==> src/rtl/cacheline_adapter_pkg.sv <==
// Shared types and constants for the cacheline adapter: line/beat widths,
// the adapter state encoding and a beat-select helper.
package cacheline_adapter_pkg;

    localparam int LINE_W   = 256;
    localparam int BEAT_W   = 64;
    localparam int ADDR_W   = 32;
    localparam int BEATS    = LINE_W / BEAT_W;
    localparam int OFFSET_W = $clog2(LINE_W / 8);

    localparam logic [1:0] LAST_BEAT = 2'(BEATS - 1);

    typedef logic [LINE_W-1:0] line_t;
    typedef logic [BEAT_W-1:0] beat_t;

    typedef enum logic [2:0] {
        IDLE,
        READ,
        WRITE,
        DONE,
        RELEASE
    } cla_state_t;

    // Beat 0 occupies the least significant bits of the line.
    function automatic beat_t get_beat(input line_t line, input logic [1:0] idx);
        return line[int'(idx)*BEAT_W +: BEAT_W];
    endfunction

endpackage

==> src/rtl/cacheline_adapter.sv <==
// Splits 256-bit arbiter line requests into 4-beat 64-bit memory bursts and
// reassembles read bursts; one transaction in flight, one-cycle completion pulse.
//
// Memory handshake: address_o plus read_o/write_o form a request held for the
// whole burst; each cycle resp_i=1 transfers exactly one beat (burst_i sampled,
// or burst_o consumed), cycles with resp_i=0 transfer nothing. The burst ends
// on the fourth transferred beat.
module cacheline_adapter
    import cacheline_adapter_pkg::*;
(
    input  logic              clk,
    input  logic              rst,
    input  logic              pmem_read,
    input  logic              pmem_write,
    input  logic [ADDR_W-1:0] pmem_address,
    input  line_t             pmem_wdata,
    output line_t             pmem_rdata,
    output logic              pmem_resp,
    input  beat_t             burst_i,
    output beat_t             burst_o,
    output logic [ADDR_W-1:0] address_o,
    output logic              read_o,
    output logic              write_o,
    input  logic              resp_i,
    output cla_state_t        dbg_state,
    output logic [1:0]        dbg_count
);

    cla_state_t state;
    logic [1:0] count;
    line_t      line;

    assign dbg_state = state;
    assign dbg_count = count;

    always_ff @(posedge clk or posedge rst) begin
        if (rst) begin
            state      <= IDLE;
            count      <= 2'd0;
            line       <= '0;
            pmem_rdata <= '0;
            pmem_resp  <= 1'b0;
            read_o     <= 1'b0;
            write_o    <= 1'b0;
            address_o  <= '0;
            burst_o    <= '0;
        end else begin
            pmem_resp <= 1'b0;
            case (state)
                IDLE: begin
                    if (pmem_write) begin
                        address_o <= {pmem_address[ADDR_W-1:OFFSET_W], {OFFSET_W{1'b0}}};
                        count     <= 2'd0;
                        line      <= pmem_wdata;
                        burst_o   <= get_beat(pmem_wdata, 2'd0);
                        write_o   <= 1'b1;
                        state     <= WRITE;
                    end else if (pmem_read) begin
                        address_o <= {pmem_address[ADDR_W-1:OFFSET_W], {OFFSET_W{1'b0}}};
                        count     <= 2'd0;
                        read_o    <= 1'b1;
                        state     <= READ;
                    end
                end
                READ: begin
                    if (resp_i) begin
                        line[int'(count)*BEAT_W +: BEAT_W] <= burst_i;
                        count <= count + 2'd1;
                        if (count == LAST_BEAT) begin
                            // Final beat bypasses the buffer so the line is visible with the pulse.
                            pmem_rdata <= {burst_i, line[LINE_W-BEAT_W-1:0]};
                            pmem_resp  <= 1'b1;
                            read_o     <= 1'b0;
                            state      <= DONE;
                        end
                    end
                end
                WRITE: begin
                    if (resp_i) begin
                        count <= count + 2'd1;
                        if (count == LAST_BEAT) begin
                            burst_o   <= '0;
                            pmem_resp <= 1'b1;
                            write_o   <= 1'b0;
                            state     <= DONE;
                        end else begin
                            burst_o <= get_beat(line, count + 2'd1);
                        end
                    end
                end
                DONE: begin
                    state <= RELEASE;
                end
                RELEASE: begin
                    // A request still held from before the pulse must not start a new burst.
                    if (!pmem_read && !pmem_write) begin
                        state <= IDLE;
                    end
                end
                default: begin
                    state <= IDLE;
                end
            endcase
        end
    end

endmodule

==> config.mk <==
export PLATFORM = sky130hd
export DESIGN_NAME = cacheline_adapter
export DESIGN_NICKNAME = d
export VERILOG_FILES = /design/src/rtl/cacheline_adapter_pkg.sv /design/src/rtl/cacheline_adapter.sv
export SDC_FILE = /design/constraint.sdc
export NUM_CORES = 1
export LEC_CHECK = 0
export ABC_CLOCK_PERIOD_IN_PS = 32600
export CAP_MARGIN = 20
export CORE_AREA = 3 3 281 283
export CTS_CLUSTER_SIZE = 24
export DETAILED_ROUTE_END_ITERATION = 10
export DIE_AREA = 0 0 284 286
export GPL_TIMING_DRIVEN = 0
export PLACE_DENSITY = 0.64
export SYNTH_ARGS = -nofsm -noshare
export SYNTH_HDL_FRONTEND = slang
export SYNTH_SLANG_ARGS = --single-unit
==> constraint.sdc <==
create_clock -name clk -period 32.6 [get_ports clk]
set_input_delay 3.26 -clock clk [delete_from_list [all_inputs] [get_ports clk]]
set_output_delay 3.26 -clock clk [all_outputs]
set_load 0.005 [all_outputs]
# ---- Yosys cells after proc, flatten, opt, wreduce, memory -nomap -nowiden
# Cells that the tools add are included.
dict set report totals {
  register_bits 616
  input_bits 357
  output_inout_bits 360
  elab_cells 77
}
dict set report classes {
  n_addsub 2
  eq_ne 16
  n_shift 3
  mux 30
  n_reduce_logical 17
}
# operator count
set op_table {}
lappend op_table {{256-bit two-way mux} 2}
lappend op_table {{256-bit one-hot mux with 2 select lines} 1}
lappend op_table {{256-bit bitwise mux} 1}
lappend op_table {{64-bit by 33-bit variable shift with 256-bit output, first input constant} 1}
lappend op_table {{256-bit by 9-bit variable part select with 64-bit output} 1}
lappend op_table {{64-bit by 33-bit variable part select with 256-bit output} 1}
lappend op_table {{64-bit two-way mux} 3}
lappend op_table {{64-bit one-hot mux with 2 select lines} 1}
lappend op_table {{32-bit two-way mux} 2}
lappend op_table {{8-bit negator with 33-bit output} 1}
lappend op_table {{2-bit inequality test, second input constant} 8}
lappend op_table {{3-bit two-way mux} 5}
lappend op_table {{3-bit one-hot mux with 4 select lines} 1}
lappend op_table {{3-bit AND reduction} 4}
lappend op_table {{1-bit two-way mux} 8}
lappend op_table {{4-bit AND reduction} 2}
lappend op_table {{2-bit nonzero test} 4}
lappend op_table {{3-bit by 2-bit equality test with 1-bit output, second input constant} 2}
lappend op_table {{2-bit two-way mux} 3}
lappend op_table {{5-bit AND reduction} 1}
lappend op_table {{2-bit by 1-bit inequality test with 1-bit output, second input constant} 2}
lappend op_table {{1-bit one-hot mux with 2 select lines} 2}
lappend op_table {{2-bit one-hot mux with 2 select lines} 1}
lappend op_table {{3-bit by 1-bit equality test with 1-bit output, second input constant} 1}
lappend op_table {{9 further kinds} 10}

# ---- Depth between registers and ports, before layout
dict set report logic_depth {
  depth_word 5
  ltp_mapped 11
  depth_no_buf 5
}

# ---- Worst setup path before layout
# No wires, ideal clock.
dict set report synth_timing {
  kind {input port to flip-flop}
  startpoint {input resp_i}
  endpoint {register line[158]}
  setup_ps 125
  t_arrival_ps 4550
  required_time_ps 32475
  path_slack_ps 27926
  stages 5
  path_buffers 2
  cell_sequence {clkbuf_1 -> nand3_1 -> a21oi_4 -> buf_2 -> mux2_2}
}
dict set report synth_via {
  elab_chain_cells 2
}
# item line_no
set synth_rtl {}
lappend synth_rtl {{start, declared} cacheline_adapter.sv:24} ;# input logic resp_i,
lappend synth_rtl {{2-bit inequality test (no source line)} --}
lappend synth_rtl {{3-bit AND reduction (no source line)} --}
lappend synth_rtl {{end signal, assigned} cacheline_adapter.sv:54} ;# line <= pmem_wdata;
lappend synth_rtl {{end signal, assigned by index} cacheline_adapter.sv:67} ;# line[int'(count)*BEAT_W +: BEAT_W] <= burst_i;
lappend synth_rtl {{end, declared} cacheline_adapter.sv:31} ;# line_t line;
# Every way passes these cells.
# A chain may end at the register's enable or synchronous reset.

# ---- Worst setup path after layout
dict set report layout_timing {
  startpoint {input pmem_write}
  endpoint {register line[219]}
}
dict set report layout_via {
  elab_chain_cells 2
}
# item line_no
set layout_rtl {}
lappend layout_rtl {{start, declared} cacheline_adapter.sv:14} ;# input logic pmem_write,
lappend layout_rtl {{2-bit inequality test (no source line)} --}
lappend layout_rtl {{3-bit AND reduction (no source line)} --}
# Every way passes these cells.

==> impl_summary.md <==
Run status
The flow ran to the end, and the final reports show no timing, DRC or antenna violations.

Floorplan
For this configuration, the core starts out at a cell density of between 30% and 40%. The core region is around 77,000 um^2. The die is approximately 290 um tall. The total I/O pin count is ~700.

The die area is 81,200 um^2. The width of the die is ~280 um. The count of standard-cell rows is around 100.

Yosys
The library cell with the largest summed area after synthesis is dfrtp_1. The most used flip-flop cell after synthesis is dfrtp_1. Counting flops with a built-in enable in the synthesized netlist gives 0. The count of state elements after synthesis is 611. The cell count after synthesis came out at 1,918. The synthesized area per cell is 15.0 um^2. The area share of the largest cell type after synthesis is 53.2%. The sequential cell area fraction in the yosys report is 53.2%. The number of warnings printed during yosys synthesis is 0. The count of distinct cell types in the synthesized netlist is 45. Yosys attributes the largest share of cell area to dfrtp_1 (53%), mux2_2 (24%), a22o_1 (5.8%).

The post-synth design cell area is ~29,000 um^2. After synthesis, the share of flip-flops with an asynchronous set or reset is 100%.

Clocking
After clock tree synthesis, the flow added hold-fix buffers numbering 0. The TritonCTS clock tree is done. The number of buffers inserted by post-CTS setup repair is 0. Clock-pin slew was measured on the worst setup and hold paths at 0.06 ns. The count of cells resized by post-cts repair is 0. Counting the buffers created by CTS gives 70.

In this run the deepest clock path goes through 3 buffers. The clock reaches the later pin of the worst-skew pair after 0.60 ns. The cell at the root of the clock tree is clkbuf_16. The CTS H-tree depth is 3.

The tree built by TritonCTS fans out to 611 sinks.

Timing
The post-route minimum period is a little over 5 ns. Timing would allow up to around 0.19 GHz. The aggregate negative setup slack is 0 ns. The post-route clock skew is between 0.02 and 0.025 ns. Setup repair after global routing left no endpoint under its margin. Final hold analysis gives a worst-case slack of about 0.5 ns. Of the available clock period, the critical path in the final layout requires ~16%. For the pin with the worst max-slew slack, the measured transition is around 1.1 ns. The total count of hold-check failures in the final report is 0. The number of setup violations in the final report is 0. Measured against its own limit, the worst slew margin works out to 26.4%. The number of max-slew violations in the final report is 0.

Place
Counting tap cells, the placed design contains a total of between 3,000 and 4,000 instances. Input and output buffers added on the ports amount to roughly 700. The congestion estimate from routability-driven global placement came to around 0.9. The wire-length estimate of the detail-placed layout is 87.7 mm.

Pwr
The power per unit of standard cell area is about 86 nW/um^2. The worst supply voltage drop on vdd is 0.0496 mV. The reported leakage power is between 15 and 20 nW.

Summing internal, switching and leakage power gives 3.42 mW.

Final layout
For this run, the number of standard cells in the final layout without fillers is 3,815. The share of post-route cells with drive strength above 1 is approximately a third. The total number of nets in the final design is 3,069. Relative to the synthesized area, the layout overhead comes to 38.1%.

Leaving out fill and tap cells, the most frequent cell in the layout is clkdlybuf4s50_1. The share of the core filled with cells is between 50% and 60%. Leaving out fill and tap cells, the most frequent cells in the layout are clkdlybuf4s50_1 (705), dfrtp_1 (611), mux2_2 (602), a22o_1 (191), a32o_1 (128). The count of filler cells inserted in the layout is ~6,600.

Routing
Dividing the detail-routed wire length by the instance count gives about 30 um. The final wirelength is about 120 mm. The number of nets with antenna violations after routing is 0. The residual DRC count is 0. The first routing iteration left between 1,500 and 2,000 violations. The mean number of vias per cell is between 5 and 6. The detailed-routing iteration count for the pre-antenna-repair pass is 5. The detailed-route via count is between 20,000 and 25,000.

Critical path
The worst setup path startpoint is pmem_write. The nature of the critical path endpoint is a flip-flop. In this run the worst path has a maximum fanout of 10. STA classifies the critical path startpoint as a primary input. The endpoint identified for the worst register-to-register timing path is burst_o[30]. Data on the critical path is required at its endpoint by around 33 ns. The reg-to-reg critical path startpoint is dbg_count[0]. The category of the most critical setup path is primary input to flip-flop. The worst reg-to-reg path cell count is 10. The endpoint of the worst setup timing path is line[219]. The worst-case register-to-register setup slack is ~28 ns. The data arrival time of the critical path is roughly 5.6 ns.

Global routing
The initial antenna violation count came to 21. The via count of the first global-routing pass is ~23,000. In this run the most used layer during global routing was met2. For this run, global-route usage on met1 was measured as 35.1%. The total routing usage reported by global routing is around 28%. The met2 routing resource usage after global routing is 48.0%. Global routing used under 10% of the available met3 tracks. The largest net degree at the start of global routing is 129. Summed over all layers, the global routing overflow is 0. The first global-routing pass estimated 168 mm of wire.

Job
Max-cap violations in this run came to 0.

Min path
The classification of the worst-slack hold path is flip-flop to flip-flop.
## final cells by class
class,count,area [um^2],share of cell area [%]
Timing Repair Buffer,713,7240,18.2
Multi-Input combinational cell,1114,12300,31.1
Sequential cell,611,15300,38.5
Clock buffer,111,2220,5.60
Antenna cell,13,32.5,0.0820
Tap cell,1040,1300,3.28
Buffer,193,1110,2.80
Inverter,4,22.5,0.0567
Clock inverter,16,139,0.350
## report_power, final
group	switching [mW]	total (mW)	internal, mW
registers	0.192	1.22	1.02
clock network	0.327	0.804	0.477
logic	0.629	1.40	0.772
## critical path: stages
cell,delay (ns)
clkdlybuf4s50_1,0.57
nand2b_1,0.07
clkbuf_1,0.23
a21oi_4,0.66
buf_2,0.44
mux2_2,0.38
## cells in the mapped netlist, types with 2 or more instances
| master | count |
|---|---|
| nand4_1 | 2 |
| mux4_2 | 64 |
| o21bai_1 | 2 |
| nand3_1 | 4 |
| mux2_2 | 602 |
| inv_1 | 4 |
| nor3_1 | 2 |
| buf_6 | 25 |
| a21oi_4 | 4 |
| buf_2 | 79 |
| a32o_1 | 128 |
| nand2b_1 | 4 |
| nor2_1 | 2 |
| a21oi_1 | 5 |
| ha_1 | 5 |
| clkbuf_1 | 61 |
| and4bb_2 | 7 |
| o21ai_0 | 6 |
| buf_4 | 27 |
| and3b_1 | 2 |
| dfrtp_1 | 611 |
| nor4bb_1 | 58 |
| a22o_1 | 191 |
| nor2b_1 | 2 |
## state kept, by name, indices dropped and copies added (netlist names)
register / flops
write_o: 1
dbg_state: 3
address_o: 27
line: 256
pmem_resp: 1
pmem_rdata: 256
dbg_count: 2
burst_o: 64
read_o: 1
## per-stage QoR
stage / setup slack, ns / area [um^2]
2_1_floorplan: 12.23 / 28800
3_5_place_dp: 26.82 / 37300
5_1_grt: 27.39 / 39700
4_1_cts: 27.46 / 39700
3_3_place_gp: 4.89 / 37100
6_report: 27.43 / 39700
## kinds of logic (layout without fill, tap and decap cells)
family                   Yosys count  count (layout)  synth area share [%]
other                              1              18                0.0130
flip-flops                       611             611                  53.2
XOR/XNOR                           1               1                0.0305
buffers and inverters            197            1037                  3.92
adder cells (fa/ha/maj)            5               5                 0.218
AO/OA/AOI/OAI                    340             340                  10.9
AND/OR/NAND/NOR                   96              96                  3.10
multiplexers                     667             667                  28.6
## worst min-delay path by stage
| stage | start | end | slack, ns | cells past startpoint |
|---|---|---|---|---|
| 5_1_grt | line[230] | line[230] | 0.51 | 1 |
| 4_1_cts | line[230] | line[230] | 0.50 | 1 |
| 2_1_floorplan | line[238] | line[238] | 0.48 | 1 |
| 3_5_place_dp | line[230] | line[230] | 0.49 | 1 |
| 6_report | pmem_rdata[237] | pmem_rdata[237] | 0.50 | 1 |
| 3_3_place_gp | line[220] | line[220] | 0.48 | 1 |
## layer usage
metal	routed length [um]	up-vias
li1	-	9103
met2	58600	946
met5	133	-
met3	8540	214
met4	3740	18
met1	46000	11500
No activity file was read; power rests on OpenSTA's default activity.
